### config.mk
export PLATFORM = sky130hd
export DESIGN_NAME = slurm16_banked_memory_arbiter
export DESIGN_NICKNAME = d
export VERILOG_FILES = /design/src/rtl/slurm16_mem_pkg.sv /design/src/rtl/slurm16_bank_arbiter.sv /design/src/rtl/slurm16_banked_memory_arbiter.sv
export SDC_FILE = /design/constraint.sdc
export NUM_CORES = 1
export LEC_CHECK = 0
export CAP_MARGIN = 20
export CORE_AREA = 2 2 158 160
export DETAILED_ROUTE_END_ITERATION = 16
export DIE_AREA = 0 0 160 162
export PLACE_DENSITY = 0.75
export SETUP_SLACK_MARGIN = 0.1
export SKIP_LAST_GASP = 1
export SLEW_MARGIN = 40
export SYNTH_ARGS = -nofsm -noshare
export SYNTH_HDL_FRONTEND = slang
export SYNTH_HIERARCHICAL = 1
export SYNTH_SLANG_ARGS = --single-unit
### constraint.sdc
create_clock -name CLK -period 3.4 [get_ports CLK]
set_input_delay 0.68 -clock CLK [delete_from_list [all_inputs] [get_ports CLK]]
set_output_delay 0.68 -clock CLK [all_outputs]
set_load 0.01 [all_outputs]
### src/rtl/slurm16_mem_pkg.sv
// Shared helpers for the SLURM16 banked memory arbiter: a constant-function
// CLOG2 and the grant-field encoding shared by the top and the bank arbiters.
package slurm16_mem_pkg;

  // Ceiling log2 usable in parameter and localparam expressions.
  function automatic int clog2(input int value);
    int result;
    result = 0;
    for (int i = 0; i < 31; i++) begin
      if ((32'sd1 <<< i) < value) result = i + 1;
    end
    return result;
  endfunction

  // Width of a grant field. It encodes ports 0..num_ports-1 plus the CPU.
  function automatic int grant_bits(input int num_ports);
    return clog2(num_ports + 1);
  endfunction

  // Grant value meaning "the CPU owns the bank".
  function automatic int grant_cpu(input int num_ports);
    return num_ports;
  endfunction

endpackage

### src/rtl/slurm16_bank_arbiter.sv
// One bank's arbiter. It holds the round-robin pointer over the peripheral
// ports and the CPU anti-starvation counter. It produces this cycle's grant
// and the bank-side address/data/mask/write signals for the winner.
module slurm16_bank_arbiter
  import slurm16_mem_pkg::*;
#(
  parameter int NUM_PORTS      = 3,
  parameter int BANK_ADDR_BITS = 14,
  parameter int DATA_BITS      = 16,
  parameter int MAX_HOLD       = 8,
  parameter int GRANT_BITS     = 2
) (
  input  logic                                clk,
  input  logic                                rst_n,
  input  logic [NUM_PORTS-1:0]                req,
  input  logic [NUM_PORTS-1:0]                periph_wr,
  input  logic [NUM_PORTS*BANK_ADDR_BITS-1:0] periph_addr,
  input  logic [NUM_PORTS*DATA_BITS-1:0]      periph_wdata,
  input  logic                                cpu_target,
  input  logic                                cpu_wr,
  input  logic [BANK_ADDR_BITS-1:0]           cpu_addr,
  input  logic [DATA_BITS-1:0]                cpu_wdata,
  input  logic [DATA_BITS/8-1:0]              cpu_wr_mask,
  output logic [GRANT_BITS-1:0]               grant,
  output logic [BANK_ADDR_BITS-1:0]           bank_addr,
  output logic [DATA_BITS-1:0]                bank_din,
  output logic [DATA_BITS/8-1:0]              bank_mask,
  output logic                                bank_wr
);

  localparam int PTR_BITS = (NUM_PORTS > 1) ? clog2(NUM_PORTS) : 1;
  localparam int CNT_BITS = (MAX_HOLD > 0) ? clog2(MAX_HOLD + 1) : 1;
  localparam logic [GRANT_BITS-1:0] GRANT_CPU = GRANT_BITS'(grant_cpu(NUM_PORTS));
  localparam logic [CNT_BITS-1:0]   HOLD_MAX  = CNT_BITS'(MAX_HOLD);

  logic [PTR_BITS-1:0] last_grant;
  logic [CNT_BITS-1:0] hold_cnt;
  logic [PTR_BITS-1:0] rr_pick;
  logic                rr_found;
  logic                cpu_force;
  logic                port_won;

  // Round-robin search: first requesting port after last_grant, with wrap-around.
  always_comb begin
    int idx;
    // NOTE: every output of a combinational block gets a default first, so no path leaves it holding a value (which would infer a latch).
    idx      = 0;
    rr_pick  = '0;
    rr_found = 1'b0;
    for (int i = 1; i <= NUM_PORTS; i++) begin
      idx = int'(last_grant) + i;
      if (idx >= NUM_PORTS) idx = idx - NUM_PORTS;
      if (!rr_found && req[idx[PTR_BITS-1:0]]) begin
        rr_found = 1'b1;
        rr_pick  = idx[PTR_BITS-1:0];
      end
    end
  end

  // Grant priority: a starved CPU first, then the round-robin winner, else the CPU by default.
  always_comb begin
    cpu_force = (MAX_HOLD != 0) && cpu_target && (hold_cnt == HOLD_MAX);
    if (cpu_force)     grant = GRANT_CPU;
    else if (rr_found) grant = GRANT_BITS'(rr_pick);
    else               grant = GRANT_CPU;
    port_won = (grant != GRANT_CPU);
  end

  // Bank mux: the CPU drives the bank unless a peripheral won it; peripheral writes use the full mask.
  always_comb begin
    bank_addr = cpu_addr;
    bank_din  = cpu_wdata;
    bank_mask = cpu_wr_mask;
    bank_wr   = cpu_target & cpu_wr;
    for (int p = 0; p < NUM_PORTS; p++) begin
      if (port_won && (grant == GRANT_BITS'(p))) begin
        bank_addr = periph_addr[p*BANK_ADDR_BITS +: BANK_ADDR_BITS];
        bank_din  = periph_wdata[p*DATA_BITS +: DATA_BITS];
        bank_mask = '1;
        bank_wr   = periph_wr[p];
      end
    end
  end

  // Round-robin pointer moves only when a peripheral is granted; reset makes port 0 win first.
  always_ff @(posedge clk or negedge rst_n) begin
    if (!rst_n) begin
      // NOTE: state registers use non-blocking assignments so every flop samples pre-edge values regardless of block order.
      last_grant <= PTR_BITS'(NUM_PORTS - 1);
    end else if (port_won) begin
      last_grant <= rr_pick;
    end
  end

  // Starvation counter: counts peripheral wins while the CPU waits here, saturating at MAX_HOLD.
  always_ff @(posedge clk or negedge rst_n) begin
    if (!rst_n) begin
      hold_cnt <= '0;
    end else if (MAX_HOLD == 0) begin
      hold_cnt <= '0;
    end else if (port_won && cpu_target) begin
      if (hold_cnt != HOLD_MAX) hold_cnt <= hold_cnt + CNT_BITS'(1);
    end else begin
      hold_cnt <= '0;
    end
  end

endmodule

### src/rtl/slurm16_banked_memory_arbiter.sv
// SLURM16 banked memory arbiter. It connects one CPU port and NUM_PORTS
// peripheral ports to NUM_BANKS single-port BRAM banks. Each bank is
// arbitrated independently. Acknowledges and read data return one cycle
// after the grant, steered by the grants registered here.
module slurm16_banked_memory_arbiter
  import slurm16_mem_pkg::*;
#(
  parameter int                               NUM_BANKS      = 4,
  parameter int                               NUM_PORTS      = 3,
  parameter int                               ADDR_BITS      = 16,
  parameter int                               DATA_BITS      = 16,
  parameter logic [NUM_PORTS*NUM_BANKS-1:0]   PORT_BANK_MASK = '1,
  parameter int                               MAX_HOLD       = 8
) (
  input  logic                                                   CLK,
  input  logic                                                   RSTb,
  input  logic [NUM_PORTS-1:0]                                   periph_valid,
  input  logic [NUM_PORTS-1:0]                                   periph_wr,
  input  logic [NUM_PORTS*ADDR_BITS-1:0]                         periph_addr,
  input  logic [NUM_PORTS*DATA_BITS-1:0]                         periph_wdata,
  output logic [NUM_PORTS-1:0]                                   periph_ready,
  output logic [NUM_PORTS*DATA_BITS-1:0]                         periph_rdata,
  output logic [NUM_PORTS-1:0]                                   periph_err,
  input  logic                                                   cpu_valid,
  input  logic                                                   cpu_wr,
  input  logic [ADDR_BITS-1:0]                                   cpu_addr,
  input  logic [DATA_BITS-1:0]                                   cpu_wdata,
  input  logic [DATA_BITS/8-1:0]                                 cpu_wr_mask,
  output logic [DATA_BITS-1:0]                                   cpu_rdata,
  output logic                                                   cpu_memory_success,
  output logic [NUM_BANKS*(ADDR_BITS-clog2(NUM_BANKS))-1:0]      B_ADDR,
  output logic [NUM_BANKS*DATA_BITS-1:0]                         B_DIN,
  input  logic [NUM_BANKS*DATA_BITS-1:0]                         B_DOUT,
  output logic [NUM_BANKS*(DATA_BITS/8)-1:0]                     B_MASK,
  output logic [NUM_BANKS-1:0]                                   B_WR
);

  localparam int BANK_BITS      = clog2(NUM_BANKS);
  localparam int BANK_ADDR_BITS = ADDR_BITS - BANK_BITS;
  localparam int MASK_BITS      = DATA_BITS / 8;
  localparam int GRANT_BITS     = grant_bits(NUM_PORTS);
  localparam logic [GRANT_BITS-1:0] GRANT_CPU = GRANT_BITS'(grant_cpu(NUM_PORTS));

  logic [BANK_BITS-1:0]                port_bank [NUM_PORTS];
  logic [NUM_PORTS-1:0]                port_allowed;
  logic [NUM_PORTS-1:0]                periph_denied;
  logic [NUM_PORTS*BANK_ADDR_BITS-1:0] port_bank_addr;
  logic [NUM_PORTS-1:0]                bank_req [NUM_BANKS];
  logic [BANK_BITS-1:0]                cpu_bank;
  logic [NUM_BANKS-1:0]                cpu_target;
  logic [GRANT_BITS-1:0]               grant   [NUM_BANKS];
  logic [GRANT_BITS-1:0]               grant_q [NUM_BANKS];
  logic [BANK_BITS-1:0]                cpu_bank_q;
  logic [NUM_PORTS-1:0]                periph_granted;
  logic                                cpu_granted;

  assign cpu_bank = cpu_addr[ADDR_BITS-1 -: BANK_BITS];

  // Decode each port's target bank and permission, and build per-bank request vectors.
  always_comb begin
    port_allowed   = '0;
    periph_denied  = '0;
    port_bank_addr = '0;
    for (int b = 0; b < NUM_BANKS; b++) bank_req[b] = '0;
    for (int p = 0; p < NUM_PORTS; p++) begin
      port_bank[p] = periph_addr[p*ADDR_BITS + ADDR_BITS-1 -: BANK_BITS];
      port_bank_addr[p*BANK_ADDR_BITS +: BANK_ADDR_BITS] = periph_addr[p*ADDR_BITS +: BANK_ADDR_BITS];
      port_allowed[p]  = PORT_BANK_MASK[p*NUM_BANKS + int'(port_bank[p])];
      periph_denied[p] = periph_valid[p] & ~port_allowed[p];
      for (int b = 0; b < NUM_BANKS; b++) begin
        if (periph_valid[p] && port_allowed[p] && (port_bank[p] == BANK_BITS'(b)))
          bank_req[b][p] = 1'b1;
      end
    end
  end

  // CPU target decode, one bit per bank.
  always_comb begin
    for (int b = 0; b < NUM_BANKS; b++)
      cpu_target[b] = cpu_valid && (cpu_bank == BANK_BITS'(b));
  end

  for (genvar b = 0; b < NUM_BANKS; b++) begin : g_bank
    slurm16_bank_arbiter #(
      .NUM_PORTS      (NUM_PORTS),
      .BANK_ADDR_BITS (BANK_ADDR_BITS),
      .DATA_BITS      (DATA_BITS),
      .MAX_HOLD       (MAX_HOLD),
      .GRANT_BITS     (GRANT_BITS)
    ) u_arb (
      .clk          (CLK),
      .rst_n        (RSTb),
      .req          (bank_req[b]),
      .periph_wr    (periph_wr),
      .periph_addr  (port_bank_addr),
      .periph_wdata (periph_wdata),
      .cpu_target   (cpu_target[b]),
      .cpu_wr       (cpu_wr),
      .cpu_addr     (cpu_addr[BANK_ADDR_BITS-1:0]),
      .cpu_wdata    (cpu_wdata),
      .cpu_wr_mask  (cpu_wr_mask),
      .grant        (grant[b]),
      .bank_addr    (B_ADDR[b*BANK_ADDR_BITS +: BANK_ADDR_BITS]),
      .bank_din     (B_DIN[b*DATA_BITS +: DATA_BITS]),
      .bank_mask    (B_MASK[b*MASK_BITS +: MASK_BITS]),
      .bank_wr      (B_WR[b])
    );
  end

  // Reduce per-bank grants to per-port and CPU completion flags.
  always_comb begin
    periph_granted = '0;
    for (int b = 0; b < NUM_BANKS; b++) begin
      for (int p = 0; p < NUM_PORTS; p++) begin
        if (grant[b] == GRANT_BITS'(p)) periph_granted[p] = 1'b1;
      end
    end
    cpu_granted = cpu_valid && (grant[cpu_bank] == GRANT_CPU);
  end

  // Register grants and acknowledges so read data and status line up with B_DOUT.
  always_ff @(posedge CLK or negedge RSTb) begin
    if (!RSTb) begin
      // NOTE: the grant array is control state, so every entry is reset; plain data storage would not need this.
      for (int b = 0; b < NUM_BANKS; b++) grant_q[b] <= GRANT_CPU;
      cpu_bank_q         <= '0;
      periph_ready       <= '0;
      periph_err         <= '0;
      cpu_memory_success <= 1'b0;
    end else begin
      for (int b = 0; b < NUM_BANKS; b++) grant_q[b] <= grant[b];
      cpu_bank_q         <= cpu_bank;
      periph_ready       <= periph_granted;
      periph_err         <= periph_denied;
      cpu_memory_success <= cpu_granted;
    end
  end

  // Read-data return: the CPU reads the bank it addressed, each port reads the bank it was granted.
  always_comb begin
    cpu_rdata    = B_DOUT[int'(cpu_bank_q)*DATA_BITS +: DATA_BITS];
    periph_rdata = '0;
    for (int p = 0; p < NUM_PORTS; p++) begin
      for (int b = 0; b < NUM_BANKS; b++) begin
        if (grant_q[b] == GRANT_BITS'(p))
          periph_rdata[p*DATA_BITS +: DATA_BITS] = B_DOUT[b*DATA_BITS +: DATA_BITS];
      end
    end
  end

endmodule

**After elaboration in Yosys (flattened, before gate mapping)**

Memories as Yosys holds them, arrays and structs flattened.
Cells that the tools add are included.

- Add/sub/neg operators: 30
- $lt $le $gt $ge: 28
- Equality and inequality tests: 45
- Shift-type cells: 1
- Mux-type cells: 169
- Bitwise operators: 11
- Reductions and logical operators: 68

Operators by type and width:

| operator | count |
|---|---|
| $mux W16 | 24 |
| $mux W14 | 12 |
| $mux W2 | 46 |
| $mux W1 | 65 |
| $shiftx A64 B7 Y16 | 1 |
| $logic_and A1 B1 Y1 | 48 |
| $ge A3 B2 Y1 const B | 12 |
| $lt A2 B3 Y1 const B | 12 |
| $eq A2 B2 Y1 const B | 17 |
| $mux W4 | 8 |
| $bmux W1 S2 | 13 |
| $add A2 B2 Y3 const B | 8 |
| $eq A2 B1 Y1 const B | 12 |
| $logic_not A2 Y1 | 12 |
| $sub A2 B1 Y2 const B | 12 |
| $add A4 B1 Y4 const B | 4 |
| $eq A4 B4 Y1 const B | 4 |
| $ne A2 B2 Y1 const B | 8 |
| $ne A4 B4 Y1 const B | 4 |
| $add A2 B1 Y3 const B | 4 |
| $logic_not A1 Y1 | 8 |
| $and A1 B1 Y1 | 7 |
| $add A4 B2 Y5 const A | 1 |
| $lt A2 B5 Y1 const B | 1 |
| 7 further kinds | 9 |

- Bits in registers: 41
- Bits in read-only memories: 32
- Bits of input ports: 204
- Output and inout bits: 203
- Word-level logic and storage cells: 370
- Memories: 2

Memory list:

| memory | depth | bits a word | read ports | clocked after memory_dff | write ports | RTL line | source |
|---|---|---|---|---|---|---|---|
| (name not given) | 16 | 1 | 1 | 0 | 0 | slurm16_banked_memory_arbiter.sv:68 | `port_allowed[p] = PORT_BANK_MASK[p*NUM_BANKS + int'(port_bank[p])];` |
| (name not given) | 16 | 1 | 1 | 0 | 0 | slurm16_banked_memory_arbiter.sv:68 |  |

**Depth between registers and ports, before layout**

Gate-level depths: netlist (run 1).

- Depth after elaboration: 23
- Gate-level depth with buffers: 12
- Mapped depth without buffers: 11

**Modules after synthesis**

The synthesis (run 1) kept the hierarchy.

Modules (own cells, without submodules):

| module | instances | cells each | area an instance (µm²) | seq. area each (µm²) |
|---|---|---|---|---|
| slurm16_bank_arbiter | 4 | 200 | 1,695.4 | 151.4 |
| slurm16_banked_memory_arbiter | 1 | 341 | 2,771.4 | 360.3 |

**Worst setup path before layout (run 1)**

No wires, ideal clock.

- Path type: input to output
- From: input periph_addr[47]
- To: output B_ADDR[12]
- Arrival: 2.467 ns
- Data required time: 2.720 ns
- Setup slack: 0.253 ns
- Stages on the path: 8
- Buffers on the path: 1
- Path through: nor3b_1 > a22oi_2 > and3_4 > a22o_1 > o211ai_4 > buf_12 > a211oi_2 > a211oi_2

- Word-level cells in the longest chain between the ends: 23
- Elaborated cells between the ends (all ways): 36
- Those cells by class: add/sub (1); eq/ne (3); mux (20); reduce/logical (11); memory (1)

RTL lines:

| what | RTL line | source |
|---|---|---|
| start: declaration | slurm16_banked_memory_arbiter.sv:19 | `input logic [NUM_PORTS*ADDR_BITS-1:0] periph_addr,` |
| $add A4 B2 Y5 | slurm16_banked_memory_arbiter.sv:68 |  |
| $mem_v2 Z16 W1 | - |  |
| $mux W1 (implied by the code) (2 in series) | slurm16_banked_memory_arbiter.sv:68 |  |
| $logic_and A1 B1 Y1 | slurm16_banked_memory_arbiter.sv:71 | `if (periph_valid[p] && port_allowed[p] && (port_bank[p] == BANK_BITS'(b)))` |
| $logic_and A1 B1 Y1 (*) | slurm16_banked_memory_arbiter.sv:71 |  |
| $mux W1 (*) | slurm16_banked_memory_arbiter.sv:71 |  |
| $bmux W1 S2 | slurm16_bank_arbiter.sv:53 | `if (!rr_found && req[idx[PTR_BITS-1:0]]) begin` |
| $mux W1 (implied by the code) | slurm16_bank_arbiter.sv:53 |  |
| [... 5 more ...] | - |  |
| $logic_and A1 B1 Y1 | slurm16_bank_arbiter.sv:53 |  |
| $mux W2 / $mux W1 (equally long branches) | slurm16_bank_arbiter.sv:53 |  |
| $mux W2 (*) | slurm16_bank_arbiter.sv:64 | `else if (rr_found) grant = GRANT_BITS'(rr_pick);` |
| $mux W2 (*) | slurm16_bank_arbiter.sv:63 | `if (cpu_force) grant = GRANT_CPU;` |
| $ne A2 B2 Y1 / $logic_not A2 Y1 (equally long branches) | slurm16_bank_arbiter.sv:66, slurm16_bank_arbiter.sv:76 |  |
| $logic_and A1 B1 Y1 | slurm16_bank_arbiter.sv:76 | `if (port_won && (grant == GRANT_BITS'(p))) begin` |
| $mux W14 (2 in series) | slurm16_bank_arbiter.sv:76 |  |
| $mux W14 (*) | slurm16_bank_arbiter.sv:76 |  |
| end: declaration | slurm16_banked_memory_arbiter.sv:31 | `output logic [NUM_BANKS*(ADDR_BITS-clog2(NUM_BANKS))-1:0] B_ADDR,` |

Every way passes the cells marked *; elsewhere a longest branch is shown, timed or not. The select of a mux whose other input is x is not followed.

**Worst setup path after layout (run 1)**

- From: register g_bank[0].u_arb.last_grant[1]
- To: output B_DIN[7]

- Word-level cells in the longest chain between the ends: 19
- Elaborated cells between the ends (all ways): 40
- Those cells by class: add/sub (6); order compare (3); eq/ne (3); mux (20); reduce/logical (8)

RTL lines:

| what | RTL line | source |
|---|---|---|
| start: declaration | slurm16_bank_arbiter.sv:36 | `logic [PTR_BITS-1:0] last_grant;` |
| start signal: assignment | slurm16_bank_arbiter.sv:89 | `last_grant <= PTR_BITS'(NUM_PORTS - 1);` |
| start signal: assignment | slurm16_bank_arbiter.sv:91 | `last_grant <= rr_pick;` |
| $add A2 B1 Y3 | slurm16_bank_arbiter.sv:51 | `idx = int'(last_grant) + i;` |
| $ge A3 B2 Y1 / $sub A2 B1 Y2 (equally long branches) | slurm16_bank_arbiter.sv:52 | `if (idx >= NUM_PORTS) idx = idx - NUM_PORTS;` |
| $mux W2 | slurm16_bank_arbiter.sv:52 |  |
| $bmux W1 S2 | slurm16_bank_arbiter.sv:53 |  |
| $mux W1 (implied by the code) | slurm16_bank_arbiter.sv:53 |  |
| $mux W1 | slurm16_bank_arbiter.sv:53 |  |
| $logic_not A1 Y1 | slurm16_bank_arbiter.sv:53 |  |
| $logic_and A1 B1 Y1 | slurm16_bank_arbiter.sv:53 |  |
| [... 2 more ...] | - |  |
| $logic_and A1 B1 Y1 | slurm16_bank_arbiter.sv:53 |  |
| $mux W2 / $mux W1 (equally long branches) | slurm16_bank_arbiter.sv:53 |  |
| $mux W2 (*) | slurm16_bank_arbiter.sv:64 |  |
| $mux W2 (*) | slurm16_bank_arbiter.sv:63 |  |
| $ne A2 B2 Y1 / $logic_not A2 Y1 (equally long branches) | slurm16_bank_arbiter.sv:66, slurm16_bank_arbiter.sv:76 |  |
| $logic_and A1 B1 Y1 | slurm16_bank_arbiter.sv:76 |  |
| $mux W16 (2 in series) | slurm16_bank_arbiter.sv:76 |  |
| $mux W16 (*) | slurm16_bank_arbiter.sv:76 |  |
| end: declaration | slurm16_banked_memory_arbiter.sv:32 | `output logic [NUM_BANKS*DATA_BITS-1:0] B_DIN,` |

Marked as above.

==> results of run 1 <==
[cell families (layout without fill, tap and decap cells)]
| kind of cell | Yosys count | after routing |
|---|---|---|
| simple gates | 477 | 477 |
| compound gates | 294 | 294 |
| buf+inv | 163 | 760 |
| mux | 140 | 140 |
| flops | 38 | 38 |
| fa+ha+maj | 20 | 20 |
| xor+xnor | 8 | 8 |
| other cells | 1 | 8 |
[where the power goes]
| part | total [mW] | switching (mW) | internal (mW) |
|---|---|---|---|
| Combinational | 21.8 | 11.5 | 10.4 |
| Sequential | 0.787 | 0.136 | 0.651 |
| Clock | 0.630 | 0.207 | 0.422 |
[path summary, 6_finish.rpt]
kind / startpoint / to / slack [ns] / cells past startpoint
worst max-delay path: g_bank[0].u_arb/last_grant[1] / B_DIN[7] / -0.23 / 10
worst min-delay path: RSTb / g_bank[2].u_arb/hold_cnt[2] / 0.35 / 1
worst max register to register: g_bank[0].u_arb/last_grant[1] / periph_ready[2] / 0.41 / 11
worst min register to register: g_bank[3].u_arb/hold_cnt[0] / g_bank[3].u_arb/hold_cnt[0] / 0.49 / 1
max in group asynchronous: RSTb / g_bank[0].u_arb/last_grant[1] / 2.67 / 1
min in group CLK: g_bank[3].u_arb/hold_cnt[0] / g_bank[3].u_arb/hold_cnt[0] / 0.49 / 1
[placed cells by master (no fill, tap or decap), drive strengths merged, types with 6 or more instances in the layout]
cell type      instances
o211ai               120
o221ai                10
a21oi                 24
nand2b                20
dfrtp                 26
and2                  10
dlygate4sd2            6
a221oi                52
a211oi                44
nand4b                 8
mux4                  16
mux2i                124
buf                  414
or2                    6
o21a                   8
and3                  16
ha                    20
clkdlybuf4s50        259
nand3                178
nor2b                 12
inv                   54
o22ai                  6
nor2                  82
a22oi                  6
nand2                132
dfstp                 12
clkbuf                20
[area by class of cell]
type	count	area share (%)
Inverter	56	1.46
Clock inverter	3	0.387
Multi-Input combinational cell	942	50.4
Antenna cell	5	0.0704
Timing Repair Buffer	696	39.2
Tap cell	324	2.28
Clock buffer	5	0.704
Sequential cell	38	5.44
[per-layer routing]
layer	up-vias	share of wire (%)
met2	1275	46
met3	460	11
met4	0	9.6
met5	-	0
li1	5542	-
met1	6513	33
[worst reg2reg max path: stages, from the launching register on]
cell      delay [ns]
dfstp_2         0.59
inv_4           0.06
ha_4            0.24
buf_4           0.15
a221o_1         0.41
o221a_4         0.35
buf_4           0.16
and2_1          0.21
inv_1           0.16
inv_1           0.09
a22oi_1         0.20
o221ai_1        0.20
[registers in the layout, summed over array words and instances (netlist names)]
register,cells
g_bank.u_arb/hold_cnt,16
g_bank.u_arb/last_grant,8
grant_q,8
periph_ready,3
cpu_bank_q,2
cpu_memory_success,1
[per-stage QoR]
| stage | cell area [um2] | instances | utilization [%] | setup WS, ns | hold WS (ns) |
|---|---|---|---|---|---|
| floorplan | 9560 | 1143 | - | 0.253 | 0.384 |
| global placement | 14700 | 1934 | 61.0 | -0.843 | 0.473 |
| detailed placement | 14700 | 1936 | 61.1 | -0.825 | 0.476 |
| CTS | 16000 | 2009 | 66.5 | -0.0229 | 0.384 |
| global route | 17800 | 2068 | 73.7 | -0.259 | 0.393 |
| finish | 17800 | 2069 | 73.7 | -0.234 | 0.354 |
[repair_timing]
item                                    4_1_cts  5_1_grt
gates resized for setup                     714      282
pin swaps                                    59       84
endpoints found under the hold margin         0        0
endpoints found under the setup margin      132      130
cloned                                       15       16
setup buffers                                50       48
==> qor.yml, run 1 <==
clock_insertion_delay_worst_skew_ns: 0.29
p_leak_nw: 7.66
synth_adder_area_share_pct: 2.62
floorplan.rows: 57
flip_flop_cell_with_the_highest_count_after_synthesis: "dfrtp_1"
finish.net_count: 1963
final_max_slew_viol_count: 0
tightest_slew_ns: 0.754
grt.met1_usage_pct: 41.4
avgViaCountPerCell: 6.67
ys_seq_elements: 38
synth_largest_type_area_fraction_pct: 15.2
global_route.usage.total_pct: 36.2
synth_top_cells_by_count: "174 x nand3_1, 132 x nand2_1, 124 x mux2i_1"
setup_slack_ns: -0.234
initialDrtViolationCount: 1629
cp.arrival_ns: 2.95
cts_made_buffers: 5
post_route_total_power_mw: 23.3
vias: 13800
crit_type: "reg -> out"
gr-max-usage-layer: "met2"
timing.critical_path.fanout_max: 17
report.final.hold_viol_count: 0
total_of_hold_buffers_inserted_after_clock_tree_synthesis: 0
setup_violations: 113
antenna_found_initial: 4
drive_above_1_share_pct: 49.7
worstSetupEndpointType: "output pin"
met3_usage_pct: 7.30
grt_pass1_vias: 12900
grt_pass1_wl_um: 74500
die_w_um: 160
crit_chain: "inv_4 > ha_4 > buf_4 > a221o_1 > o221a_4 > nand2b_4 > buf_12 > nand3_1 > o211ai_2 > buf_2"
place_congestion: 0.965
cts_root_buffer: "clkbuf_16"
postRouteWirelength_um: 57900
post_synth_mux_area_share_pct: 16.8
synthesis.instances: 1141
multi_input_area_mm2: 0.00896
fmaxAchievable_mhz: 275
synthesis.area_per_instance_um2: 8.37
place_hpwl_um: 33800
cp_delay_by_family_top: "compound AO/OA/AOI/OAI gates"
die_height_um: 162
synthArstFlopShare_pct: 100
combinational_family_with_the_most_area_after_synthesis: "compound AO/OA/AOI/OAI gates"
numPortBuffers: 403
yosys_warnings: 6
synth-compound-area-share_pct: 34.2
synth-simple-area-share_pct: 24.7
route.detailed.drc: 0
failing_checks: "negative setup slack"
sequential_cell_area_um2: 966
cts_sinks: 38
synth-edff-count: 0
power.density_cell_area_mw_per_mm2: 1310
fin_skew_ns: 0.00746
fp.coreArea_mm2: 0.0241
slew_headroom_pct: 49.7
drt_pass1_iterations: 9
hold_path.class: "in -> async"
layout.filler_cells: 1610
drt.antenna.violating_nets: 0
clk_pin_slew_ns: 0.07
h-tree-depth: 2
finalCriticalPeriod_ns: 3.63
synthMostInstantiatedCell: "nand3_1"
synth_area_leader_cell: "o211ai_2"
gr-total-overflow: 0
post-route-period-util_pct: 107
ir_drop_v: 0.000918
ys_types: 56
startpoint_type: "flop"
maxCapViolCount: 0
critical-path-max-stage-delay_ns: 0.59
top_level_ports: 407
layout-area-overhead-vs-synth_pct: 86.0
design.die.area_mm2: 0.0259
seq_area_frac_synth_pct: 10.1
critical_path.n_buffers_inverters: 4
setup_tns_ns: -9.60
pin_count_of_the_biggest_net_entering_global_routing: 39
bufs_on_longest_clock_path: 2
rsz0062_at_grt: "yes"
initial_utilization_pct: 39.6
grt_use_met2_pct: 63.8
netlist_area_mm2: 0.00955
synth-xor-area-share_pct: 0.733
ys_top_cells_by_area: "o211ai_2 15%, mux2i_1 13%, nand3_1 9.1%"
tritoncts: "built"
critical_path_top_delay_cell: "dfstp_2"
crit_required_ns: 2.72
status: "complete, but fails checks"
route.detailed.wl_per_inst_um: 28.0
(Power assumes the default switching activity.)
==> inputs of run 2 (changes only) <==
CORE_AREA = unset   (was 2 2 158 160)
CORE_UTILIZATION = 25   (was unset)
DIE_AREA = unset   (was 0 0 160 162)
GPL_ROUTABILITY_DRIVEN = 1   (was unset)
PLACE_DENSITY = unset   (was 0.75)
==> qor.yml, run 2 (same netlist as run 1, synthesis figures left out) <==
final_max_slew_viol_count: 0
setup_slack_ns: -0.137
crit_chain: "inv_4 > ha_4 > a21bo_2 > and3_4 > a22o_1 > o211ai_4 > buf_12 > buf_12 > buf_16 > buf_6 > mux2i_2 > o211ai_2 > buf_6"
drt_pass1_iterations: 5
clk_pin_slew_ns: 0.07
layout.cells.most_common_list: "258 x clkdlybuf4s50_1, 166 x buf_4, 136 x nand3_1"
grt_pass1_vias: 12200
route.detailed.wl_per_inst_um: 22.8
maxCapViolCount: 0
setup_violations: 40
floorplan.rows: 71
initialDrtViolationCount: 704
timing.critical_path.fanout_max: 7
cp.arrival_ns: 2.86
tightest_slew_ns: 0.763
startpoint_type: "flop"
worstSetupEndpointType: "output pin"
vias: 12400
total_of_hold_buffers_inserted_after_clock_tree_synthesis: 0
drive_above_1_share_pct: 48.0
place_hpwl_um: 34900
design.die.area_mm2: 0.0390
critical-path-max-stage-delay_ns: 0.59
fmaxAchievable_mhz: 283
cts_root_buffer: "clkbuf_16"
layout-area-overhead-vs-synth_pct: 84.8
layout.cells.most_common: "clkdlybuf4s50_1"
numPortBuffers: 403
final_area_mm2: 0.0177
slew_headroom_pct: 49.1
fp.coreArea_mm2: 0.0377
crit_type: "reg -> out"
antenna_found_initial: 3
route.detailed.drc: 0
hold_path.class: "in -> async"
cts_made_buffers: 5
postRouteWirelength_um: 51200
h-tree-depth: 2
crit_required_ns: 2.72
initial_utilization_pct: 25.4
p_leak_nw: 7.47
die_height_um: 197
power.density_cell_area_mw_per_mm2: 1220
top_register: "g_bank.u_arb/hold_cnt"
gr-total-overflow: 0
avgViaCountPerCell: 5.54
clock_insertion_delay_worst_skew_ns: 0.28
top_level_ports: 407
tritoncts: "built"
failing_checks: "negative setup slack"
ir_drop_v: 0.000635
critical_path_top_delay_cell: "dfstp_2"
finalCriticalPeriod_ns: 3.54
global_route.usage.total_pct: 24.2
bufs_on_longest_clock_path: 2
cts_sinks: 38
status: "complete, but fails checks"
report.final.hold_viol_count: 0
pin_count_of_the_biggest_net_entering_global_routing: 39
place_congestion: 0.963
reg2reg_setup_slack_ns: 0.35
drt.antenna.violating_nets: 0
grt_pass1_wl_um: 73000
biggest_regs: "g_bank.u_arb/hold_cnt (16), g_bank.u_arb/last_grant (8), grant_q (8)"
fin_skew_ns: 0.0113
setup_tns_ns: -1.98
max_reg_flops: 16
finish.utilization_pct: 46.9
post-route-period-util_pct: 104
die_w_um: 197
placed_area_mm2: 0.0149
finish.net_count: 1956
rsz0062_at_grt: "yes"
## run 2: critical path, delay by kind of cell, from the launching register on
| kind | cells | cell delay, ns |
|---|---|---|
| buffers and inverters | 6 | 0.72 |
| AO/OA/AOI/OAI | 4 | 0.66 |
| flip-flops | 1 | 0.59 |
| multiplexers | 1 | 0.23 |
| adder cells (fa/ha/maj) | 1 | 0.18 |
| AND/OR/NAND/NOR | 1 | 0.17 |
## run 2: final timing paths
kind | from | end | cells past startpoint
setup / recovery | g_bank[1].u_arb/last_grant[1] | B_DIN[29] | 13
hold / removal | RSTb | g_bank[0].u_arb/last_grant[0] | 1
setup reg to reg | g_bank[1].u_arb/last_grant[1] | cpu_memory_success | 15
hold reg to reg | g_bank[3].u_arb/hold_cnt[0] | g_bank[3].u_arb/hold_cnt[0] | 1
max in group asynchronous | RSTb | g_bank[2].u_arb/last_grant[1] | 1
min in group CLK | g_bank[3].u_arb/hold_cnt[0] | g_bank[3].u_arb/hold_cnt[0] | 1
## run 2: timing repair
action	in CTS	in global routing
cloned	20	4
endpoints found under the setup margin	132	130
pin swaps	38	90
resized for setup	671	248
buffers inserted	59	41
## run 2: layout make-up
| class | count | area (um2) |
|---|---|---|
| fillers | 3582 | 20000 |
| multi-input cells | 942 | 8730 |
| repair buffers | 689 | 6860 |
| flip-flops and latches | 38 | 966 |
| well taps | 511 | 639 |
| inverters | 56 | 255 |
| clock buffers | 5 | 125 |
| clock inverters | 3 | 68.8 |
| diodes | 3 | 7.51 |
## run 2: where the power goes
| part | switching (mW) | internal [mW] |
|---|---|---|
| sequential | 0.124 | 0.651 |
| clock | 0.197 | 0.422 |
| combinational | 10.4 | 9.73 |
## run 2: per-stage QoR
stage	setup slack [ns]	total power [mW]	std cells	hold slack, ns
after floorplan	0.253	10.2	1143	0.384
after global placement	-0.802	18.4	2117	0.476
after detailed placement	-0.812	18.5	2118	0.477
after CTS	-0.148	19.8	2204	0.373
after global routing	-0.205	22.6	2247	0.391
final	-0.137	21.5	2247	0.354
## run 2: routing by layer
layer  GRT usage (%)  part of all wire (%)  vias up
met3            4.30                   8.8      139
met5               0                     0        -
li1                -                     -     5517
met2            44.0                    50      774
met4            9.85                   4.1        0
met1            27.6                    37     6010
==> inputs of run 3 (changes only) <==
SYNTH_HIERARCHICAL = unset   (was 1)
==> qor.yml, run 3 <==
crit_required_ns: 2.72
ir_drop_v: 0.000771
vias: 13100
numPortBuffers: 403
design.die.area_mm2: 0.0336
layout.filler_cells: 2967
ys_types: 74
synthArstFlopShare_pct: 100
failing_checks: "negative setup slack"
finish.net_count: 2139
p_leak_nw: 7.39
cts_root_buffer: "clkbuf_16"
grt_pass1_vias: 12400
layout-area-overhead-vs-synth_pct: 113
route.detailed.drc: 0
layout.cells.most_common: "clkdlybuf4s50_1"
synth_largest_type_area_fraction_pct: 14.7
hold-worst-slack_ns: 0.363
rsz0062_at_grt: "yes"
tightest_slew_ns: 0.735
report.final.hold_viol_count: 0
initial_utilization_pct: 25.3
cts_sinks: 38
fp.coreArea_mm2: 0.0325
post_route_total_power_mw: 24.2
setup_violations: 122
max_reg_flops: 16
postRouteWirelength_um: 52300
crit_type: "reg -> out"
place_hpwl_um: 34300
layout.cells.most_common_list: "258 x clkdlybuf4s50_1, 250 x nand2_1, 200 x buf_4"
clk_pin_slew_ns: 0.07
maxCapViolCount: 0
die_height_um: 183
finalCriticalPeriod_ns: 3.73
dp_worst_setup_slack_ns: -1.03
antenna_found_initial: 5
floorplan.rows: 66
multi_input_area_mm2: 0.00819
timing.critical_path.fanout_max: 7
placed_area_mm2: 0.0140
h-tree-depth: 2
gr-total-overflow: 0
fin_skew_ns: 0.00641
top_level_ports: 407
status: "complete, but fails checks"
startpoint_type: "flop"
slew_headroom_pct: 51.0
post-route-period-util_pct: 110
synthMostInstantiatedCell: "nand2_1"
total_of_hold_buffers_inserted_after_clock_tree_synthesis: 0
die_w_um: 183
final_max_slew_viol_count: 0
power.density_cell_area_mw_per_mm2: 1380
top_register: "g_bank.u_arb.hold_cnt"
worstSetupEndpointType: "output pin"
grt_pass1_wl_um: 73300
drt.antenna.violating_nets: 0
synth_area_leader_cell: "nand2_1"
drt_pass1_iterations: 6
place_congestion: 1.01
pin_count_of_the_biggest_net_entering_global_routing: 39
synth-edff-count: 0
cts_made_buffers: 5
clock_insertion_delay_worst_skew_ns: 0.29
ys_top_cells_by_area: "nand2_1 15%, dfrtp_1 7.9%, a31oi_1 7.4%"
ys_seq_elements: 38
grt_use_met2_pct: 49.3
gr-max-usage-layer: "met2"
synth_top_cells_by_count: "322 x nand2_1, 125 x nor2_1, 105 x o21ai_0"
drive_above_1_share_pct: 42.4
tritoncts: "built"
yosys_warnings: 0
grt.met1_usage_pct: 32.4
met3_usage_pct: 4.61
final_area_mm2: 0.0175
initialDrtViolationCount: 963
hold_path.class: "in -> async"
avgViaCountPerCell: 5.55
synthesis.area_per_instance_um2: 6.40
flip_flop_cell_with_the_highest_count_after_synthesis: "dfrtp_1"
sequential_cell_area_um2: 967
global_route.usage.total_pct: 28.0
netlist_area_mm2: 0.00823
route.detailed.wl_per_inst_um: 22.1
synthesis.instances: 1285
biggest_regs: "g_bank.u_arb.hold_cnt (16), g_bank.u_arb.last_grant (8), grant_q (8)"
fmaxAchievable_mhz: 268
seq_area_frac_synth_pct: 11.7
cp.arrival_ns: 3.05
setup_slack_ns: -0.332
finish.utilization_pct: 54.1
bufs_on_longest_clock_path: 2
-- run 3: changes by cell type after synthesis, moves of 52 or more --
cell / before / now
nand3_1: 174 / 14
o211ai_2: 116 / 0
clkbuf_1: 10 / 62
o21ai_0: 0 / 105
a31oi_1: 0 / 97
nand2_1: 132 / 322
mux2i_1: 124 / 29
-- run 3: metal layers --
layer	vias up	wire length (um)
li1	5882	-
met3	175	4620
met1	6217	19400
met5	-	0
met4	0	2920
met2	836	25400
-- run 3: cell families after synthesis --
family | Yosys count | share of synthesized area, %
mux | 76 | 12.7
buf+inv | 147 | 8.71
other cells | 1 | 0.0456
xor+xnor | 8 | 0.852
compound gates | 402 | 30.4
fa+ha+maj | 20 | 3.04
flops | 38 | 11.7
simple gates | 593 | 32.4
-- run 3: path summary, 6_finish.rpt --
kind / from / end / slack [ns] / cells after the start
max in group asynchronous: RSTb / g_bank[2].u_arb.last_grant[1] / 2.64 / 1
worst min-delay path: RSTb / g_bank[1].u_arb.last_grant[0] / 0.36 / 1
min in group CLK: g_bank[3].u_arb.hold_cnt[0] / g_bank[3].u_arb.hold_cnt[0] / 0.48 / 1
worst min register to register: g_bank[3].u_arb.hold_cnt[0] / g_bank[3].u_arb.hold_cnt[0] / 0.48 / 1
worst max-delay path: g_bank[3].u_arb.last_grant[1] / B_DIN[59] / -0.33 / 15
worst max register to register: g_bank[1].u_arb.last_grant[1] / cpu_memory_success / 0.49 / 11
-- run 3: final cells by class --
type,instances,share of cell area (%)
clock buffers,6,0.792
clock inverters,2,0.342
well taps,442,3.15
inverters,31,0.884
diodes,5,0.0713
flip-flops and latches,38,5.51
multi-input cells,1103,46.7
repair buffers,736,42.6
-- run 3: power breakdown --
| group | internal, mW | total, mW | switching [mW] |
|---|---|---|---|
| clock | 0.441 | 0.644 | 0.203 |
| combinational | 11.6 | 22.8 | 11.1 |
| sequential | 0.638 | 0.753 | 0.115 |
| total | 12.7 | 24.2 | 11.4 |
-- run 3: what timing repair did --
action / in CTS / in global routing
endpoints found under the setup margin: 132 / 148
setup buffers: 92 / 45
pin swaps: 101 / 98
gates resized for setup: 862 / 262
gates cloned: 20 / 12
-- run 3: critical path, cell delays in order, from the launching register on --
cell and delay [ns]:
dfstp_2 0.57, inv_4 0.06, ha_4 0.24, buf_4 0.13, buf_4 0.13, or2_2 0.30
a31oi_2 0.20, nor3_4 0.07, buf_6 0.15, clkinv_8 0.09, buf_8 0.13, buf_12 0.14
nand2_2 0.05, and3_4 0.16, a31oi_1 0.17, buf_2 0.20
-- run 3: metrics by stage --
stage / setup TNS, ns / cells
final: -22.96 / 2363
after global routing: -32.87 / 2363
after floorplan: 0 / 1287
after CTS: -15.77 / 2314
after detailed placement: -117.86 / 2197
after global placement: -114.43 / 2197
==> variant (settings of run 2) <==
`MAX_HOLD` is set to 8 in 2 places; all go to 9.
--- a/src/rtl/slurm16_bank_arbiter.sv
+++ b/src/rtl/slurm16_bank_arbiter.sv
@@ -7,7 +7,7 @@
   parameter int NUM_PORTS      = 3,
   parameter int BANK_ADDR_BITS = 14,
   parameter int DATA_BITS      = 16,
-  parameter int MAX_HOLD       = 8,
+  parameter int MAX_HOLD       = 9,
   parameter int GRANT_BITS     = 2
 ) (
   input  logic                                clk,
--- a/src/rtl/slurm16_banked_memory_arbiter.sv
+++ b/src/rtl/slurm16_banked_memory_arbiter.sv
@@ -10,7 +10,7 @@
   parameter int                               ADDR_BITS      = 16,
   parameter int                               DATA_BITS      = 16,
   parameter logic [NUM_PORTS*NUM_BANKS-1:0]   PORT_BANK_MASK = '1,
-  parameter int                               MAX_HOLD       = 8
+  parameter int                               MAX_HOLD       = 9
 ) (
   input  logic                                                   CLK,
   input  logic                                                   RSTb,
Check against the original RTL: not settled (the Yosys comparison gave no result); the edit may change what the design does.
==> variant against run 2 <==
The run still ends with setup timing left. Utilization is 9.1 points higher. Wire length is 49% higher. Area after synthesis is 6.3% higher. Final area is 27% higher. Sequential cell count stayed put. Clock power is 3% higher. Non-clock buffer count is 193 higher. Total power is 25% higher. First-iteration DRC count grew to 2.7 times the old value. Fmax is 8.4% lower. Hold slack better by 0.024 ns. Sequential share of layout area is 1.1 points lower. Worst setup slack worse by 0.32 ns. Critical endpoint is now B_DIN[24]. Largest cell class unchanged. Highest routed layer unchanged.
==> variant: results (changes against run 2) <==
stage	metric	value	unit	change
routing	via count	16280		+31%
yosys	Post-Synth XOR/XNOR Area	0.006897		-0.0004372
sta	hold_ws	0.3775	ns	+0.02354 ns
yosys	Distinct cells, synth	62		+11%
routing	Pre-antenna DRT Iters	7		+2
power	Worst VDD drop	0.8695	mV	+37%
global_route	Total GRT Usage	0.3080		+0.06623
yosys	multiplexer area fraction after synthesis	0.1596		-0.008023
place	Detail Placement HPWL	42700	um	+22%
sta	Final TNS setup	-26.23	ns	-24.25 ns
worst_setup_path	CP max stage delay	0.57	ns	-0.02 ns
place	dpl ws	-1.081	ns	-0.2687 ns
sta	post-route setup slack	-0.4617	ns	-0.3245 ns
yosys	register area share after synthesis	0.09509		-0.006028
worst_setup_path	R2R Setup Slk	0.33	ns	-0.02 ns
worst_setup_path	Worst Path Max Fanout	5		-2
finish	layout cells sized above 1	0.5507		+0.07119
outcome	failing checks	setup timing		
outcome	status	finished, violations left		
finish	# nets final	2195		+12%
yosys	Synth top cells by count	124 x a21oi_1, 108 x mux2i_1, 100 x nand4b_1		
power	Sw Ratio	0.4814		-0.01704
global_route	vias in the first global route	15260		+25%
sta	setup violators final	124		+210%
place	routability cong.	0.9686		+0.59%
==> variant: changes by cell type after synthesis, sizes merged, moves of 92 or more <==
cell and change:
nand4b +92, a21oi +100, o32ai +100, o211ai -120
nand2 -116, nand3 -116
==> variant: cell families (layout without fill, tap and decap cells) <==
kind of cell,Yosys count,in the layout
buffers and inverters,223,968
flip-flops,38,38
AND/OR/NAND/NOR,409,409
XOR/XNOR,8,8
other,1,11
adder cells (fa/ha/maj),20,20
AO/OA/AOI/OAI,386,386
multiplexers,140,140
==> variant: metal layers <==
layer  vias up  GRT usage  routed length (um)
li1       6429          -                   -
met1      7764     0.3636               26470
met2      1574     0.5056               33960
met3       515    0.07606                9734
met4         0     0.1791                6311
met5         -          0                   0
==> variant: cell type report <==
type / count / area, um2
Timing Repair inverter: 2 / 32.53
Sequential cell: 38 / 965.9
Inverter: 76 / 370.4
Tap cell: 525 / 656.9
Timing Repair Buffer: 882 / 9092
Clock buffer: 5 / 125.1
Clock inverter: 3 / 68.82
Fill cell: 3099 / 17570
Antenna cell: 8 / 20.02
Multi-Input combinational cell: 966 / 11010
==> variant: what timing repair did <==
item | 4_1_cts | 5_1_grt
resized for setup | 981 | 363
gates cloned | 28 | 13
buffers inserted | 144 | 90
endpoints found under the setup margin | 132 | 132
pin swaps | 106 | 113
==> variant: power by group through the flow <==
stage / Combinational [uW] / Sequential (uW) / Clock, uW
2_1_floorplan: 8160 / 766 / 0
3_3_place_gp: 16000 / 759 / 0
3_5_place_dp: 15900 / 765 / 0
4_1_cts: 21300 / 781 / 638
5_1_grt: 25900 / 806 / 663
6_report: 25400 / 785 / 638
